===== config.mk =====
export PLATFORM = sky130hd
export DESIGN_NAME = sccb_request_arbiter
export DESIGN_NICKNAME = d
export VERILOG_FILES = /design/src/rtl/sccb_request_arbiter.sv
export SDC_FILE = /design/constraint.sdc
export NUM_CORES = 1
export LEC_CHECK = 0
export CAP_MARGIN = 30
export CORE_UTILIZATION = 47
export DETAILED_ROUTE_END_ITERATION = 7
export GPL_ROUTABILITY_DRIVEN = 0
export PLACE_DENSITY = 0.72
export SLEW_MARGIN = 20
export SYNTH_ARGS = -nofsm -noshare
export SYNTH_HDL_FRONTEND = slang
export SYNTH_SLANG_ARGS = --single-unit

===== constraint.sdc =====
create_clock -name clk -period 2.3 [get_ports clk]
set_input_delay 0.575 -clock clk [delete_from_list [all_inputs] [get_ports clk]]
set_output_delay 0.575 -clock clk [all_outputs]
set_load 0.02 [all_outputs]

===== src/rtl/sccb_request_arbiter.sv =====
// -----------------------------------------------------------------------------
// sccb_request_arbiter
//
// Shares one SCCB register-write interface between two requesters:
//   requester 0 - ROM-driven camera configuration sequencer
//   requester 1 - runtime register-tweak path (exposure, gain, mirror)
//
// Requests are arbitrated round-robin. Each grant issues exactly one SCCB
// register write. The block then follows the SCCB master's ready handshake
// until the write completes. After every transaction, completed or timed out,
// a fixed idle gap is enforced. Watchdogs cover two failures: a master that
// never accepts the start, and a master that never finishes the write.
//
// Ports
//   clk                   system clock, all logic on the rising edge
//   rst                   synchronous, active-high reset
//   reqN_valid            requester N has a write pending, held until reqN_ack
//   reqN_addr/reqN_data   register address / data of requester N
//   reqN_ack              1-cycle pulse, request accepted (inputs may change)
//   reqN_done             1-cycle pulse, transaction of requester N finished
//   reqN_err              qualifies reqN_done: 1 = timeout
//   SCCB_interface_ready  SCCB master idle / ready
//   SCCB_interface_start  1-cycle start pulse to the SCCB master
//   SCCB_interface_addr   register address to the SCCB master
//   SCCB_interface_data   register data to the SCCB master
//   busy                  1 whenever the arbiter is not idle
//   grant_id              owner of the current or most recent transaction
//
// Every output comes straight from a flop.
// -----------------------------------------------------------------------------
module sccb_request_arbiter #(
    parameter int CLK_FREQ      = 25000000,
    parameter int START_TIMEOUT = 16,
    parameter int TXN_TIMEOUT   = CLK_FREQ / 100,
    parameter int GAP_CYCLES    = 4
) (
    input  logic       clk,
    input  logic       rst,

    input  logic       req0_valid,
    input  logic [7:0] req0_addr,
    input  logic [7:0] req0_data,
    output logic       req0_ack,
    output logic       req0_done,
    output logic       req0_err,

    input  logic       req1_valid,
    input  logic [7:0] req1_addr,
    input  logic [7:0] req1_data,
    output logic       req1_ack,
    output logic       req1_done,
    output logic       req1_err,

    input  logic       SCCB_interface_ready,
    output logic       SCCB_interface_start,
    output logic [7:0] SCCB_interface_addr,
    output logic [7:0] SCCB_interface_data,

    output logic       busy,
    output logic       grant_id
);

    typedef enum logic [1:0] {
        IDLE,
        WAIT_BUSY,
        WAIT_DONE,
        GAP
    } state_t;

    // Timer terminal counts. The timer is 32 bits wide, so it reaches either
    // limit before it can wrap.
    localparam logic [31:0] START_LIMIT = 32'(START_TIMEOUT - 1);
    localparam logic [31:0] TXN_LIMIT   = 32'(TXN_TIMEOUT - 1);

    // The gap counter must be able to hold GAP_CYCLES. It is at least 1 bit
    // wide so that GAP_CYCLES of 0 or 1 still give a legal vector.
    localparam int              GAP_W    = (GAP_CYCLES > 1) ? $clog2(GAP_CYCLES + 1) : 1;
    localparam logic [GAP_W-1:0] GAP_LOAD = GAP_W'(GAP_CYCLES);

    state_t           state;
    logic [31:0]      timer;
    logic [GAP_W-1:0] gap_cnt;
    logic             last_grant;

    // Arbitration result and transaction-end decode.
    logic pick_valid;
    logic pick_id;
    logic finish;
    logic finish_err;

    // -------------------------------------------------------------------------
    // Round-robin pick. A lone requester always wins. On a tie, the requester
    // that did not own the previous grant wins.
    // -------------------------------------------------------------------------
    always_comb begin
        // NOTE: every signal gets a default at the top of a combinational block
        // so that no path leaves it unassigned, which would infer a latch.
        pick_valid = req0_valid | req1_valid;
        pick_id    = 1'b0;
        if (req0_valid && req1_valid) begin
            pick_id = ~last_grant;
        end else if (req1_valid) begin
            pick_id = 1'b1;
        end
    end

    // -------------------------------------------------------------------------
    // End-of-transaction decode. A transaction ends in one of three ways:
    //   - the master never dropped ready after start (start timeout)
    //   - ready re-rose (normal completion)
    //   - ready stayed low too long (transaction timeout)
    // -------------------------------------------------------------------------
    always_comb begin
        finish     = 1'b0;
        finish_err = 1'b0;
        case (state)
            WAIT_BUSY: begin
                if (SCCB_interface_ready && (timer == START_LIMIT)) begin
                    finish     = 1'b1;
                    finish_err = 1'b1;
                end
            end
            WAIT_DONE: begin
                if (SCCB_interface_ready) begin
                    finish = 1'b1;
                end else if (timer == TXN_LIMIT) begin
                    finish     = 1'b1;
                    finish_err = 1'b1;
                end
            end
            default: ;
        endcase
    end

    // -------------------------------------------------------------------------
    // Main FSM with registered outputs.
    // -------------------------------------------------------------------------
    // NOTE: sequential state uses non-blocking assignments only. Every flop then
    // samples the values from before the clock edge, independent of the order
    // of statements in the block.
    always_ff @(posedge clk) begin
        if (rst) begin
            // A reset does not abort a write already in flight at the SCCB
            // master. IDLE only issues when ready is high, which covers that.
            state                <= IDLE;
            timer                <= '0;
            gap_cnt              <= '0;
            last_grant           <= 1'b1;   // makes req0 win the first tie
            grant_id             <= 1'b0;
            busy                 <= 1'b0;
            SCCB_interface_start <= 1'b0;
            SCCB_interface_addr  <= '0;
            SCCB_interface_data  <= '0;
            req0_ack             <= 1'b0;
            req1_ack             <= 1'b0;
            req0_done            <= 1'b0;
            req1_done            <= 1'b0;
            req0_err             <= 1'b0;
            req1_err             <= 1'b0;
        end else begin
            // Pulse outputs fall back to 0 unless a branch below raises them.
            SCCB_interface_start <= 1'b0;
            req0_ack             <= 1'b0;
            req1_ack             <= 1'b0;
            req0_done            <= 1'b0;
            req1_done            <= 1'b0;
            req0_err             <= 1'b0;
            req1_err             <= 1'b0;

            case (state)
                IDLE: begin
                    if (SCCB_interface_ready && pick_valid) begin
                        SCCB_interface_start <= 1'b1;
                        SCCB_interface_addr  <= pick_id ? req1_addr : req0_addr;
                        SCCB_interface_data  <= pick_id ? req1_data : req0_data;
                        req0_ack             <= ~pick_id;
                        req1_ack             <= pick_id;
                        grant_id             <= pick_id;
                        last_grant           <= pick_id;
                        timer                <= '0;
                        busy                 <= 1'b1;
                        state                <= WAIT_BUSY;
                    end
                end

                WAIT_BUSY: begin
                    if (!SCCB_interface_ready) begin
                        // The master has taken the write. Restart the timer
                        // to watch the write itself.
                        timer <= '0;
                        state <= WAIT_DONE;
                    end else if (!finish) begin
                        timer <= timer + 32'd1;
                    end
                end

                WAIT_DONE: begin
                    if (!finish) begin
                        timer <= timer + 32'd1;
                    end
                end

                GAP: begin
                    if (gap_cnt == '0) begin
                        busy  <= 1'b0;
                        state <= IDLE;
                    end else begin
                        gap_cnt <= gap_cnt - GAP_W'(1);
                    end
                end

                default: begin
                    busy  <= 1'b0;
                    state <= IDLE;
                end
            endcase

            // A transaction has ended. Report the result only to the owner,
            // then start the idle gap.
            if (finish) begin
                req0_done <= ~grant_id;
                req1_done <= grant_id;
                req0_err  <= ~grant_id & finish_err;
                req1_err  <= grant_id & finish_err;
                gap_cnt   <= GAP_LOAD;
                state     <= GAP;
            end
        end
    end

endmodule


Yosys cells after proc, flatten, opt, wreduce, memory -nomap -nowiden
Cells that the tools add are included.

word-level totals
  flip-flop bits (word level) = 63
  input bits = 37
  output and inout bits = 25

cells by class
  equal/unequal tests = 11
  muxes and demuxes = 26
  add/sub/neg operators = 2
  bitwise logic cells = 10
  reductions and logical operators = 19

operators by type and width
  operator                 number
  $mux W32                 3
  $pmux W32 S3             1
  $add A32 B1 Y32 const B  1
  $eq A32 B18 Y1 const B   1
  $eq A32 B4 Y1 const B    1
  $mux W8                  2
  $mux W1                  9
  $mux W3                  3
  $ne A3 B3 Y1 const B     3
  $mux W2                  4
  $reduce_and A2 Y1        4
  $not A1 Y1               7
  $ne A2 B2 Y1 const B     3
  $pmux W1 S2              3
  $pmux W2 S3              1
  $reduce_or A2 Y1         3
  $eq A2 B2 Y1 const B     2
  $reduce_and A4 Y1        1
  $reduce_bool A2 Y1       2
  $reduce_bool A4 Y1       1
  $logic_and A1 B1 Y1      3
  $logic_not A3 Y1         1
  $reduce_and A3 Y1        1
  $reduce_bool A3 Y1       1
  other kinds (6)          7

Longest topological paths before layout
Gate-level depths: netlist of the first run.

  depth after elaboration = 7
  gate-level depth with buffers = 10
  depth with buffers taken out = 8

Worst setup path after synthesis of the first run
OpenSTA, ideal clock, no wires.

  path kind = flip-flop to flip-flop
  from = reg state[0]
  to = reg timer[16]
  setup slack = 14 ps
  required time = 2,180 ps
  period minus slack after synthesis = 2,286 ps
  cell stages (with the launch flop) = 11
  data arrival time = 2,167 ps
  cell sequence = dfxtp_1 > inv_1 > ha_1 > clkbuf_1 > or3b_2 > o2111a_1 > nand2_1 > clkbuf_1 > nor2_1 > and3_1 > a211o_1

between the ends
  longest elaborated chain between the ends = 5
  elaborated cells on any way between the ends = 10
  those cells by class = eq/ne: 3; mux: 4; reduce/logical: 3

RTL lines
  item                                                 line      source
  start, declared                                      80        state_t state;
  start signal, assigned                               145       state <= IDLE;
  start signal, assigned                               182       state <= WAIT_BUSY;
  start signal, assigned                               191       state <= WAIT_DONE;
  $eq A2 B2 Y1 / $eq A2 B1 Y1 (equally long branches)  116, 170
  $pmux W1 S2                                          116       case (state)
  $mux W32 (2 in series)                               -
  $pmux W32 S3                                         170       case (state)
  end signal, assigned                                 193       timer <= timer + 32'd1;
  end signal, assigned                                 199       timer <= timer + 32'd1;
  end, declared                                        81        logic [31:0] timer;

Parallel ways exist; a longest one is shown, timed or not.
A chain may end at the register's enable or synchronous reset.

Worst setup path after layout of the first run
  from = reg timer[11]
  to = reg timer[20]

between the ends
  longest elaborated chain between the ends = 7
  elaborated cells on any way between the ends = 11
  those cells by class = add/sub: 1; eq/ne: 2; mux: 7; reduce/logical: 1

RTL lines
  item                                                     line      source
  branches (longest 4 deep; another with $add A32 B1 Y32)  -
  $mux W32 *                                               192, 198
  $mux W32                                                 187       if (!SCCB_interface_ready) begin
  $pmux W32 S3 *                                           170

Mark *: on every way between the ends.

==> load_flow_metrics.sql, run 1 <==
INSERT INTO impl_metrics (metric_group, metric, value, unit) VALUES
('drt', 'post_drt_wl_per_cell', '16.56', 'µm'),
('critical_path', 'worst_ep_required_time', '2.55', 'ns'),
('final_layout', 'design_area', '4717', 'µm²'),
('final_layout', 'ratio_of_cells_with_drive_above_1_in_the_final_layout', '21.98', '%'),
('die', 'floorplan.die.height', '85.96', 'µm'),
('drt', 'routed-wl-met3', '549', 'µm'),
('power', 'power.ir.vdd_worst', '0.0004223', 'V'),
('logic_synthesis', 'ys_seq_elements', '63', ''),
('hold_path', 'min-delay-start', 'grant_id', ''),
('logic_synthesis', 'syn-cell-area', '3313', 'µm²'),
('clock_tree', 'cts_max_level', '3', ''),
('place', 'dp_hpwl', '7187', 'µm'),
('status', 'run_status', 'finished, violations left', ''),
('drt', 'route.met2.wl', '4741', 'µm'),
('clock_tree', 'cts_sinks', '63', ''),
('die', 'starting_density', '48.77', '%'),
('logic_synthesis', 'synthArstFlopShare', '0', '%'),
('place', 'port-buffer-count', '61', ''),
('hold_path', 'worstHoldEndpoint', 'req0_err', ''),
('hold_path', 'number_of_instances_on_the_worst_hold_path', '1', ''),
('critical_path', 'cp-end-kind', 'flip-flop', ''),
('clock_tree', 'cts-root-buf', 'clkbuf_8', ''),
('logic_synthesis', 'post_syn_nets', '433', ''),
('critical_path', 'crit_family', 'simple AND/OR/NAND/NOR gates', ''),
('timing', 'slew_headroom', '67.94', '%'),
('logic_synthesis', 'ys_seq_area_share', '38.07', '%'),
('critical_path', 'timing.reg2reg.worst_path_depth', '7', ''),
('power', 'combPwrFrac', '24.5', '%'),
('timing', 'final.setup.tns', '-0.1835', 'ns'),
('power', 'power.switching', '0.0008882', 'W'),
('grt', 'first_pass_grt_wire_length', '15910', 'µm'),
('die', 'die_w', '85.96', 'µm'),
('final_layout', 'antenna_cells', '0', ''),
('critical_path', 'biggest_fanout_along_the_worst_timing_path', '7', ''),
('grt', 'maximum_number_of_pins_on_one_net_before_global_route_repair', '35', ''),
('status', 'failing_checks', 'negative setup slack', ''),
('logic_synthesis', 'synth_cells', '389', ''),
('logic_synthesis', 'yosys.cell_types.count', '67', ''),
('drt', 'drt-initial-drc-count', '243', ''),
('logic_synthesis', 'total_of_warnings_raised_by_yosys', '0', ''),
('timing', 'timing.final.hold_violations', '0', ''),
('grt', 'groute.usage.overall', '27.51', '%'),
('timing', 'post-route-worst-setup-slack', '-0.04972', 'ns'),
('drt', 'via_per_inst', '5.894', ''),
('clock_tree', 'cts_tree', 'done', ''),
('clock_tree', 'clock_latency_reported_for_the_late_side_of_the_worst_skew_pair', '0.35', 'ns'),
('critical_path', 'kind_of_critical_path', 'flip-flop to flip-flop', ''),
('critical_path', 'crit_chain', 'or4_4 -> or3_4 -> a211o_4 -> a21oi_4 -> buf_6 -> o311ai_1 -> o31ai_1', ''),
('critical_path', 'worst_setup_path_start_kind', 'flip-flop', ''),
('drt', 'detail_route.drc_violations', '0', ''),
('power', 'power.leakage', '1.851', 'nW'),
('timing', 'period_needed', '2.350', 'ns'),
('die', 'ios', '62', ''),
('power', 'switching_share', '29.84', '%'),
('drt', 'route.vias.total', '3542', ''),
('grt', 'grt-ovfl-total', '0', ''),
('critical_path', 'r2r_slack', '-0.05', 'ns'),
('critical_path', 'r2r-start', 'timer[11]', ''),
('logic_synthesis', 'synth_top_flop_cell', 'dfxtp_1', ''),
('drt', 'top_layer', 'met4', ''),
('critical_path', 'crit_path_top_delay_cell', 'or4_4', ''),
('place', 'dpl-instance-area', '4422', 'µm²'),
('timing', 'final.period_utilization', '102.2', '%'),
('clock_tree', 'cts_buffer_depth', '2', ''),
('critical_path', 'path_buf_inv', '1', ''),
('die', 'die_area', '7389', 'µm²'),
('power', 'sequential_fraction_of_design_power', '39.8', '%'),
('drt', 'count_of_antenna_violating_nets_left_after_detailed_routing', '0', ''),
('timing', 'setup_viol', '7', ''),
('drt', 'met1_length', '4437', 'µm'),
('timing', 'rsz0062_at_grt', 'yes', '');
[power groups by stage]
| stage | Clock, W | Sequential [W] | Combinational [W] |
|---|---|---|---|
| floorplan | 0 | 0.00126 | 0.000311 |
| global placement | 0 | 0.00121 | 0.000684 |
| detailed placement | 0 | 0.00121 | 0.000696 |
| CTS | 0.00107 | 0.00118 | 0.000704 |
| global route | 0.00112 | 0.00119 | 0.000784 |
| finish | 0.00106 | 0.00118 | 0.000731 |
[cell usage in the layout, fill, tap and decap left out, types with 3 or more instances in the layout]
cell type / count
a211o_1: 4
a211oi_1: 18
a21o_1: 5
a21oi_1: 20
a21oi_2: 3
a31o_2: 3
a31oi_1: 17
and2_1: 3
and3_1: 10
and4_1: 3
buf_12: 4
buf_4: 55
clkbuf_8: 9
clkdlybuf4s50_1: 61
dfxtp_1: 61
ha_1: 6
inv_1: 11
mux2i_1: 16
nand2_1: 28
nand3_1: 14
nand4_1: 10
nor2_1: 36
nor3_1: 12
nor4_1: 8
o21ai_0: 13
o21ai_1: 4
o31ai_1: 4
or4_1: 3
or4_4: 3
[routing by layer]
| layer | GRT usage (%) | vias up |
|---|---|---|
| met4 | 10.30 | 0 |
| met1 | 35.77 | 1680 |
| li1 | - | 1692 |
| met2 | 44.73 | 148 |
| met5 | 0 | - |
| met3 | 5.871 | 22 |
[Yosys cell counts, drive strengths merged, types with 6 or more instances]
master	number	share of area, %
inv	11	1.2
ha	7	2.6
nor3	12	1.8
nor2	38	4.3
nand4	10	1.9
buf	7	1.6
or4	6	1.5
clkbuf	14	1.7
dfxtp	63	38
a21oi	24	4.1
nand2	29	3.4
mux2i	16	4.8
o21ai	19	3.0
nand3	15	2.4
and3	11	2.2
a31oi	18	3.9
a211oi	19	4.3
nor4	9	1.9
[area by class of cell]
| cell class | count | area [µm²] |
|---|---|---|
| Sequential cell | 63 | 1264 |
| Multi-Input combinational cell | 294 | 1964 |
| Fill cell | 532 | 2077 |
| Clock buffer | 10 | 127.6 |
| Timing Repair Buffer | 121 | 1115 |
| Inverter | 11 | 41.29 |
| Tap cell | 96 | 120.1 |
| Clock inverter | 6 | 85.08 |
[registers in the layout (all words and copies together), names as in the netlist]
name                  flops
req0_err                  1
last_grant                1
timer                    32
SCCB_interface_data       8
SCCB_interface_start      1
gap_cnt                   3
req1_ack                  1
grant_id                  1
busy                      1
req0_done                 1
req1_done                 1
req0_ack                  1
SCCB_interface_addr       8
state                     2
req1_err                  1
[worst max path at each step]
stage	start	to	slack (ns)	depth (start not counted)
3_3_place_gp	req0_valid	timer[20]	-0.27	7
3_5_place_dp	req0_valid	timer[20]	-0.33	7
6_report	timer[11]	timer[20]	-0.05	7
4_1_cts	timer[11]	timer[2]	-0.005	7
2_1_floorplan	state[0]	timer[16]	0.01	10
5_1_grt	timer[11]	timer[4]	-0.09	7
[metrics by stage]
step | cells | hold slack (ns) | setup WS [ns] | power, W
2_1_floorplan | 389 | 0.4327 | 0.01355 | 0.001575
3_3_place_gp | 584 | 0.4689 | -0.2704 | 0.001890
3_5_place_dp | 584 | 0.4669 | -0.3260 | 0.001905
4_1_cts | 600 | 0.4788 | -0.004855 | 0.002959
5_1_grt | 601 | 0.5094 | -0.09440 | 0.003098
6_report | 601 | 0.4744 | -0.04972 | 0.002976
[cell families after synthesis]
| family | synth area share [%] |
|---|---|
| muxes | 5.513 |
| buffers and inverters | 4.532 |
| xor gates and xnor gates | 0.2644 |
| and+or+nand+nor | 24.13 |
| AOI/OAI and AO/OA | 24.85 |
| DFF | 38.07 |
| adders and majority gates | 2.643 |
[timing repair]
action	in CTS	in global routing
hold buffers	0	0
gates resized for setup	4	15
pin swaps	2	8
buffers inserted	0	1
hold endpoints to repair	0	0
endpoints found under the setup margin	19	26
Note: power is estimated with default switching activity, not from simulation.
==> run 2: changes to the inputs <==
Settings changed: CORE_MARGIN from default to 2.
==> load_flow_metrics.sql, run 2 (synthesis gave the netlist of run 1 again) <==
INSERT INTO impl_metrics (metric_group, metric, value, unit) VALUES
('run', 'max_cap_viol', '0', ''),
('timing', 'skew', '0.009561', 'ns'),
('final_layout', 'largest_register_ff_count', '32', ''),
('die', 'die_area', '7737', 'µm²'),
('critical_path', 'crit_family', 'simple AND/OR/NAND/NOR gates', ''),
('grt', 'maximum_number_of_pins_on_one_net_before_global_route_repair', '35', ''),
('power', 'power.leakage', '1.870', 'nW'),
('status', 'run_status', 'finished, violations left', ''),
('timing', 'timing.final.hold_violations', '0', ''),
('timing', 'final.period_utilization', '104.0', '%'),
('clock_tree', 'clock_latency_reported_for_the_late_side_of_the_worst_skew_pair', '0.35', 'ns'),
('timing', 'worst_slew_pin_slew', '0.5517', 'ns'),
('grt', 'first_pass_grt_wire_length', '16200', 'µm'),
('drt', 'post_drt_wl_per_cell', '16.96', 'µm'),
('clock_tree', 'cts_buffer_depth', '2', ''),
('die', 'floorplan.core_area', '6794', 'µm²'),
('status', 'failing_checks', 'negative setup slack', ''),
('die', 'num_rows', '30', ''),
('timing', 'worst_hold_slack', '0.4985', 'ns'),
('final_layout', 'ratio_of_cells_with_drive_above_1_in_the_final_layout', '24.61', '%'),
('timing', 'final.setup.tns', '-0.2741', 'ns'),
('final_layout', 'synthToLayoutAreaGrowth', '45.47', '%'),
('place', 'preCtsSetupSlack', '-0.3348', 'ns'),
('timing', 'post-route-worst-setup-slack', '-0.09146', 'ns'),
('grt', 'grt-ovfl-total', '0', ''),
('die', 'ios', '62', ''),
('drt', 'route.vias.total', '3604', ''),
('drt', 'drt-initial-drc-count', '402', ''),
('timing', 'setup_viol', '9', ''),
('critical_path', 'path_buf_inv', '1', ''),
('timing', 'maxClockFrequency', '418.2', 'MHz'),
('clock_tree', 'cts_sinks', '63', ''),
('drt', 'via_per_inst', '5.967', ''),
('hold_path', 'class_of_the_tightest_hold_or_removal_check', 'flip-flop to flip-flop', ''),
('clock_tree', 'clk_pin_slew', '0.08', 'ns'),
('place', 'dp_hpwl', '7375', 'µm'),
('drt', 'detail_route.drc_violations', '0', ''),
('final_layout', 'top_regs', 'timer x32, SCCB_interface_addr x8, SCCB_interface_data x8', ''),
('critical_path', 'worst_ep_required_time', '2.54', 'ns'),
('final_layout', 'layout.cells.most_common', 'clkdlybuf4s50_1', ''),
('timing', 'period_needed', '2.391', 'ns'),
('final_layout', 'antenna_cells', '0', ''),
('clock_tree', 'cts_max_level', '3', ''),
('timing', 'rsz0062_at_grt', 'yes', ''),
('critical_path', 'cp-end-kind', 'flip-flop', ''),
('drt', 'drt-pass1-iter-count', '5', ''),
('critical_path', 'critical_path_arrival', '2.63', 'ns'),
('place', 'port-buffer-count', '61', ''),
('power', 'cellPowerDensity', '623.0', 'nW/µm²'),
('final_layout', 'layout.filler_cells', '539', ''),
('drt', 'routed_wirelength', '10240', 'µm'),
('critical_path', 'crit_chain', 'or4_4 -> or3_4 -> a211o_4 -> a21oi_4 -> buf_6 -> o311ai_2 -> o31ai_1', ''),
('final_layout', 'postLayoutCoreUtil', '70.94', '%'),
('critical_path', 'worst_setup_path_start_kind', 'flip-flop', ''),
('final_layout', 'layout_net_count', '547', ''),
('final_layout', 'regMostFlops', 'timer', ''),
('clock_tree', 'numCtsBuffers', '9', ''),
('critical_path', 'biggest_fanout_along_the_worst_timing_path', '7', ''),
('power', 'power.ir.vdd_worst', '0.0004228', 'V'),
('clock_tree', 'cts_tree', 'done', ''),
('critical_path', 'critPathMaxStageDelay', '0.54', 'ns'),
('critical_path', 'crit_path_top_delay_cell', 'or4_4', ''),
('die', 'floorplan.die.height', '87.96', 'µm'),
('grt', 'initial_antenna_violation_count', '0', ''),
('drt', 'count_of_antenna_violating_nets_left_after_detailed_routing', '0', ''),
('critical_path', 'kind_of_critical_path', 'flip-flop to flip-flop', ''),
('timing', 'slew_headroom', '62.93', '%'),
('clock_tree', 'cts-root-buf', 'clkbuf_8', ''),
('grt', 'grt_pass1_vias', '3491', ''),
('final_layout', 'commonest_cells_after_routing_fill_and_taps_aside', 'clkdlybuf4s50_1 (61), dfxtp_1 (60), buf_4 (59)', ''),
('die', 'starting_density', '48.77', '%'),
('die', 'die_w', '87.96', 'µm'),
('grt', 'groute.usage.overall', '27.22', '%'),
('timing', 'slew_violations', '0', '');
[run 2: cell count changes in the layout (fill, tap and decap cells not counted), sizes merged]
cell / delta
buf: +3
[run 2: worst paths after layout]
check                          from                     end  slack, ns  cells past startpoint
max                       timer[21]               timer[20]      -0.09                      7
min          SCCB_interface_addr[0]  SCCB_interface_addr[0]       0.50                      2
max reg2reg               timer[21]               timer[20]      -0.09                      7
min reg2reg  SCCB_interface_addr[0]  SCCB_interface_addr[0]       0.50                      2
[run 2: power by group]
group	internal (W)	switching (W)	total (W)
registers	0.00115	0.0000341	0.00118
clock network	0.000606	0.000450	0.00106
logic	0.000345	0.000418	0.000762
[run 2: repair_timing]
action                                  CTS  global route
gates resized for setup                   8            29
pin swaps                                 2            11
buffers inserted                          0             1
endpoints found under the setup margin   15            30
hold buffers                              0             0
[run 2: metrics by stage]
step                power, W  area, µm²  instances
finish              0.003003       4820        604
global placement    0.001882       4432        587
floorplan           0.001575       3313        389
CTS                 0.002962       4674        603
detailed placement  0.001900       4432        587
global route        0.003127       4820        604
[run 2: final cells by class]
| class | count | area [µm²] | area share (%) |
|---|---|---|---|
| clock buffer | 10 | 127.6 | 2.648 |
| clock inverter | 6 | 85.08 | 1.765 |
| inverter | 11 | 41.29 | 0.8567 |
| multi-input combinational | 294 | 2056 | 42.65 |
| sequential | 63 | 1265 | 26.25 |
| tap | 96 | 120.1 | 2.492 |
| timing repair buffer | 124 | 1125 | 23.34 |
[run 2: per-layer routing]
| layer | routed length [µm] | part of all wire (%) | up-vias | GRT usage, % |
|---|---|---|---|---|
| met5 | 0 | 0 | - | 0 |
| met4 | 325 | 3.2 | 0 | 13.43 |
| met3 | 598 | 5.8 | 37 | 5.655 |
| met2 | 5018 | 49 | 141 | 45.73 |
| met1 | 4301 | 42 | 1712 | 33.02 |
| li1 | - | - | 1714 | - |
[run 2: worst reg2reg max path, stage by stage (launching register included)]
cell and delay [ns]:
dfxtp_2 0.32, or4_4 0.54, or3_4 0.42, a211o_4 0.37
a21oi_4 0.21, buf_6 0.18, o311ai_2 0.13, o31ai_1 0.11
